$ cat config.mk
export PLATFORM = sky130hd
export DESIGN_NAME = devision_seq_param
export DESIGN_NICKNAME = d
export VERILOG_FILES = /design/src/rtl/devision_seq_param.sv
export SDC_FILE = /design/constraint.sdc
export NUM_CORES = 1
export LEC_CHECK = 0
export CAP_MARGIN = 10
export CORE_ASPECT_RATIO = 0.7
export CORE_UTILIZATION = 50
export CTS_CLUSTER_SIZE = 24
export DETAILED_ROUTE_END_ITERATION = 10
export PLACE_DENSITY = 0.8
export SLEW_MARGIN = 40
export SYNTH_ARGS = -nofsm -noshare
export SYNTH_HDL_FRONTEND = slang
export SYNTH_SLANG_ARGS = --single-unit
$ cat constraint.sdc
create_clock -name clk -period 2.83 [get_ports clk]
set_input_delay 0.4245 -clock clk [delete_from_list [all_inputs] [get_ports clk]]
set_output_delay 0.4245 -clock clk [all_outputs]
set_load 0.03 [all_outputs]
$ cat src/rtl/devision_seq_param.sv
// Parametrised restoring divider: one quotient bit per clock, divide-by-zero flag, busy/done.
// Optional signed mode is compiled in with the SIGNED_EN macro (adds the sign port and the FIX state).
module devision_seq_param #(
    parameter int WIDTH = 16
) (
    input  logic             clk,
    input  logic             rst,
    input  logic             start,
    input  logic [WIDTH-1:0] a,
    input  logic [WIDTH-1:0] b,
`ifdef SIGNED_EN
    input  logic             sign,
`endif
    output logic             busy,
    output logic             done,
    output logic [WIDTH-1:0] y,
    output logic [WIDTH-1:0] remainder,
    output logic             dz,
    output logic [1:0]       o_dbg_state
);

    localparam int CW = $clog2(WIDTH + 1);

    typedef enum logic [1:0] {
        S_IDLE = 2'd0,
        S_CALC = 2'd1,
        S_FIX  = 2'd2,
        S_DONE = 2'd3
    } state_t;

    state_t           r_state;
    state_t           w_state_nxt;
    logic [WIDTH-1:0] r_a;
    logic [WIDTH-1:0] r_div;
    logic [WIDTH-1:0] r_quo;
    logic [WIDTH-1:0] r_rem;
    logic [CW-1:0]    r_cnt;
    logic             r_bz;

    logic             w_accept;
    logic             w_busy_nxt;
    logic             w_fix_req;
    logic             w_a_neg;
    logic             w_b_neg;
    logic [WIDTH-1:0] w_a_mag;
    logic [WIDTH-1:0] w_b_mag;
    logic [WIDTH:0]   w_shift;
    logic [WIDTH:0]   w_sub;
    logic             w_ge;
    logic [WIDTH-1:0] w_quo_nxt;
    logic [WIDTH-1:0] w_rem_nxt;

`ifdef SIGNED_EN
    logic r_sgn;
    logic r_neg_q;
    logic r_neg_r;
    assign w_a_neg   = sign & a[WIDTH-1];
    assign w_b_neg   = sign & b[WIDTH-1];
    assign w_fix_req = r_sgn;
`else
    assign w_a_neg   = 1'b0;
    assign w_b_neg   = 1'b0;
    assign w_fix_req = 1'b0;
`endif

    assign w_a_mag = w_a_neg ? -a : a;
    assign w_b_mag = w_b_neg ? -b : b;

    // Remainder is widened by one bit before the compare so the shifted value never overflows.
    assign w_shift   = {r_rem, r_quo[WIDTH-1]};
    assign w_sub     = w_shift - {1'b0, r_div};
    assign w_ge      = (w_shift >= {1'b0, r_div});
    assign w_rem_nxt = w_ge ? w_sub[WIDTH-1:0] : w_shift[WIDTH-1:0];
    assign w_quo_nxt = {r_quo[WIDTH-2:0], w_ge};

    assign w_accept    = start && ((r_state == S_IDLE) || (r_state == S_DONE));
    assign w_busy_nxt  = (w_state_nxt == S_CALC) || (w_state_nxt == S_FIX);
    assign o_dbg_state = r_state;

    always_ff @(posedge clk or negedge rst) begin
        if (!rst) begin
            r_state <= S_IDLE;
        end else begin
            r_state <= w_state_nxt;
        end
    end

    always_comb begin
        w_state_nxt = r_state;
        case (r_state)
            S_IDLE, S_DONE: begin
                if (start) w_state_nxt = S_CALC;
            end
            S_CALC: begin
                // A zero divisor spends one cycle in CALC so done still lands one edge after start.
                if (r_bz) begin
                    w_state_nxt = S_DONE;
                end else if (r_cnt == CW'(1)) begin
                    w_state_nxt = w_fix_req ? S_FIX : S_DONE;
                end
            end
            S_FIX:   w_state_nxt = S_DONE;
            default: w_state_nxt = S_IDLE;
        endcase
    end

    always_ff @(posedge clk or negedge rst) begin
        if (!rst) begin
            busy      <= 1'b0;
            done      <= 1'b0;
            dz        <= 1'b0;
            y         <= '0;
            remainder <= '0;
            r_a       <= '0;
            r_div     <= '0;
            r_quo     <= '0;
            r_rem     <= '0;
            r_cnt     <= '0;
            r_bz      <= 1'b0;
`ifdef SIGNED_EN
            r_sgn     <= 1'b0;
            r_neg_q   <= 1'b0;
            r_neg_r   <= 1'b0;
`endif
        end else begin
            busy <= w_busy_nxt;
            done <= (w_state_nxt == S_DONE);
            if (w_accept) begin
                r_a   <= a;
                r_bz  <= (b == '0);
                r_div <= w_b_mag;
                r_quo <= w_a_mag;
                r_rem <= '0;
                r_cnt <= CW'(WIDTH);
                dz    <= 1'b0;
`ifdef SIGNED_EN
                r_sgn   <= sign;
                r_neg_q <= w_a_neg ^ w_b_neg;
                r_neg_r <= w_a_neg;
`endif
            end else if (r_state == S_CALC) begin
                if (r_bz) begin
                    y         <= '1;
                    remainder <= r_a;
                    dz        <= 1'b1;
                end else begin
                    r_quo <= w_quo_nxt;
                    r_rem <= w_rem_nxt;
                    r_cnt <= r_cnt - CW'(1);
                    if (w_state_nxt == S_DONE) begin
                        y         <= w_quo_nxt;
                        remainder <= w_rem_nxt;
                    end
                end
            end
`ifdef SIGNED_EN
            else if (r_state == S_FIX) begin
                // Truncation toward zero: remainder follows the dividend's sign.
                y         <= r_neg_q ? -r_quo : r_quo;
                remainder <= r_neg_r ? -r_rem : r_rem;
            end
`endif
        end
    end

endmodule

==> run_results.csv <==
group,metric,value,unit
sta,clock-skew-final,6.77,ps
critical_path,worstPathCellList,"ha_1, a21o_1, a211o_1, o41ai_4, buf_12, mux2_2, a21oi_1",
synth,post-synth-top-area-cell,"dfrtp_1",
sta,max_freq,0.366,GHz
synth,syn_avg_cell_area,9.94,um^2
critical_path,startpoint_type,"flop",
finish,n_antenna_cell,0,
critical_path,cpPeakStageDelay,530,ps
critical_path,critPathCaptureType,"flop",
clocking,numCtsBuffers,9,
synth,synth_top_area_share,49.9,%
drt,drt_iter0_drc,279,
synth,ys_types,55,
critical_path,crit_buf_inv,1,
clocking,cts_htree_levels,3,
outcome,status,"complete, no violations",
synth,synthCells,540,
sta,whs,55.4,ps
finish,final_common_cell,"dfrtp_1",
synth,syn_area,0.00537,mm^2
sta,period_needed,2730,ps
drt,ant_nets,0,
clocking,clkTransAtPathRegs,70,ps
clocking,clkLatencyLatePin,350,ps
place,place_congestion,0.915,
drt,route.detailed.drc,0,
floorplan,die_h,88.7,um
sta,final-hold-violation-count,0,
critical_path,path_class,"reg2reg",
global_routing,track_usage,25.0,%
floorplan,fp.dieW,126,um
drt,viasPerCell,5.91,
synth,ys_seq_elements,107,
synth,yosysWarnings,0,
synth,ys_seq_area_share,49.9,%
clocking,cts_hold_buf,0,
critical_path,crit_slowest_cell,"o41ai_4",
floorplan,start_util,51.6,%
clocking,clock-root-buffer,"clkbuf_16",
clocking,post_cts_resized,0,
floorplan,ios,72,
sta,tightest_slew,818,ps
place,port_buffers,71,
global_routing,antenna_found_initial,0,
finish,final_cell_area,0.00654,mm^2
drt,vias,4394,
drt,first_pass_iters,5,
synth,synth_area_leaders,"dfrtp_1, o21ai_0, nand2_1",
place,hpwl,9.69,mm
synth,ys.flop_type,"dfrtp_1",
global_routing,grt_first_pass_wirelength,21.5,mm
place,dp_slack,148,ps
finish,final_cell_mix,"dfrtp_1, nand2_1, clkdlybuf4s50_1",
sta,slew_violations,0,
flow_run,drv_cap,0,
critical_path,crit_fanout,11,
critical_path,arrival,2990,ps
floorplan,core-area,0.0104,mm^2
global_routing,grt-ovfl-total,0,
min_path,hold_path_class,"in2async",
clocking,clk_path_buf_depth,2,
synth,async_flop_share,100,%
finish,areaGrowthSynthToFinish,21.9,%
critical_path,crit_family,"compound AO/OA/AOI/OAI gates",
synth,syn-num-nets,597,
finish,nFillCells,830,
sta,slew_headroom,45.4,%
finish,layout-drive-gt1-share,7.35,%
sta,fin_ws,101,ps
drt,routed_wl,13.5,mm
floorplan,fp-row-count,31,
floorplan,dieArea,0.0112,mm^2
clocking,clkSinkCount,107,
global_routing,grt_start_max_net_pins,69,
global_routing,grt_pass1_vias,4255,
synth,synth_edf_count,0,
sta,finalSetupViolations,0,
sta,period_share,96.4,%
drt,wl_per_cell,18.2,um
clocking,cts_tree,"yes",
finish,nets,664,
sta,rsz0062_at_grt,"yes",
clocking,cts_setup_buffers,0,
place,placed_area,0.00622,mm^2
critical_path,cp_data_required_time,3090,ps
[cells by family (layout without fill, tap and decap cells)]
logic type	Yosys count	after routing	synth area share [%]
compound gates	170	170	20.6
simple gates	143	143	11.8
flops	107	107	49.9
buf+inv	55	127	4.71
mux	29	29	5.45
fa+ha+maj	22	22	5.27
xor+xnor	14	14	2.28
[cell usage after synthesis (3+ instances only)]
library cell / count
mux2i_1: 27
a21o_1: 4
nand2b_1: 5
o21a_1: 4
clkbuf_1: 20
xor2_1: 7
and3_1: 4
inv_1: 27
o21ai_0: 66
a31oi_1: 3
o31a_1: 5
nor4_1: 5
ha_1: 21
nor2b_1: 4
o22ai_1: 3
dfrtp_1: 107
o22a_1: 16
o211ai_1: 3
nor3_2: 3
xnor2_1: 7
buf_6: 6
a21oi_1: 30
nand4_1: 3
nor2_1: 27
nand2_1: 83
a22oi_1: 14
[layer usage]
| layer | routed length (um) | global-route usage [%] | vias to the layer above |
|---|---|---|---|
| li1 | - | - | 2053 |
| met1 | 6520 | 34.8 | 2204 |
| met2 | 6230 | 40.8 | 123 |
| met3 | 608 | 5.68 | 14 |
| met4 | 158 | 4.93 | 0 |
| met5 | 0 | 0 | - |
[per-stage QoR]
step	cells	setup TNS (ps)	util, %
2_1_floorplan	540	0	-
3_3_place_gp	727	0	59.8
4_1_cts	743	0	62.7
3_5_place_dp	727	0	59.8
6_report	744	0	63.0
5_1_grt	744	-39.3	63.0
[sequential cells by signal, summed over array words and instances, names as in the netlist]
register and cells:
r_rem 16, y 16, r_a 16, r_div 16
r_bz 1, r_cnt 5, busy 1, done 1
dz 1, remainder 16, o_dbg_state 2, r_quo 16
[worst paths after layout]
path / startpoint / endpoint / slack (ps) / cells past startpoint
max: r_rem[13]$_DFFE_PN0P_ / r_rem[0]$_DFFE_PN0P_ / 100 / 7
min: rst / r_cnt[4]$_DFFE_PN0P_ / 60 / 1
max reg2reg: r_rem[13]$_DFFE_PN0P_ / r_rem[0]$_DFFE_PN0P_ / 100 / 7
min reg2reg: r_a[15]$_DFFE_PN0P_ / r_a[15]$_DFFE_PN0P_ / 480 / 2
max in group asynchronous: rst / r_a[4]$_DFFE_PN0P_ / 2030 / 2
min in group clk: r_a[15]$_DFFE_PN0P_ / r_a[15]$_DFFE_PN0P_ / 480 / 2
[worst reg2reg max path, delay by kind of cell (launching register included)]
family,cells,cell delay (ps)
buf+inv,1,210
compound gates,4,1280
fa+ha+maj,1,380
flops,1,410
mux,1,360
[layout make-up]
type / instances / area [um^2] / area share, %
clock inverters: 7 / 76.3 / 1.17
clock buffers: 9 / 225 / 3.44
flip-flops and latches: 107 / 2680 / 40.9
multi-input cells: 378 / 2450 / 37.4
inverters: 27 / 101 / 1.55
well taps: 132 / 165 / 2.52
repair buffers: 84 / 848 / 13.0
Power is left out: the tool's default activity adds up to more than one toggle a clock period on the data nets, which glitch-free logic cannot reach.
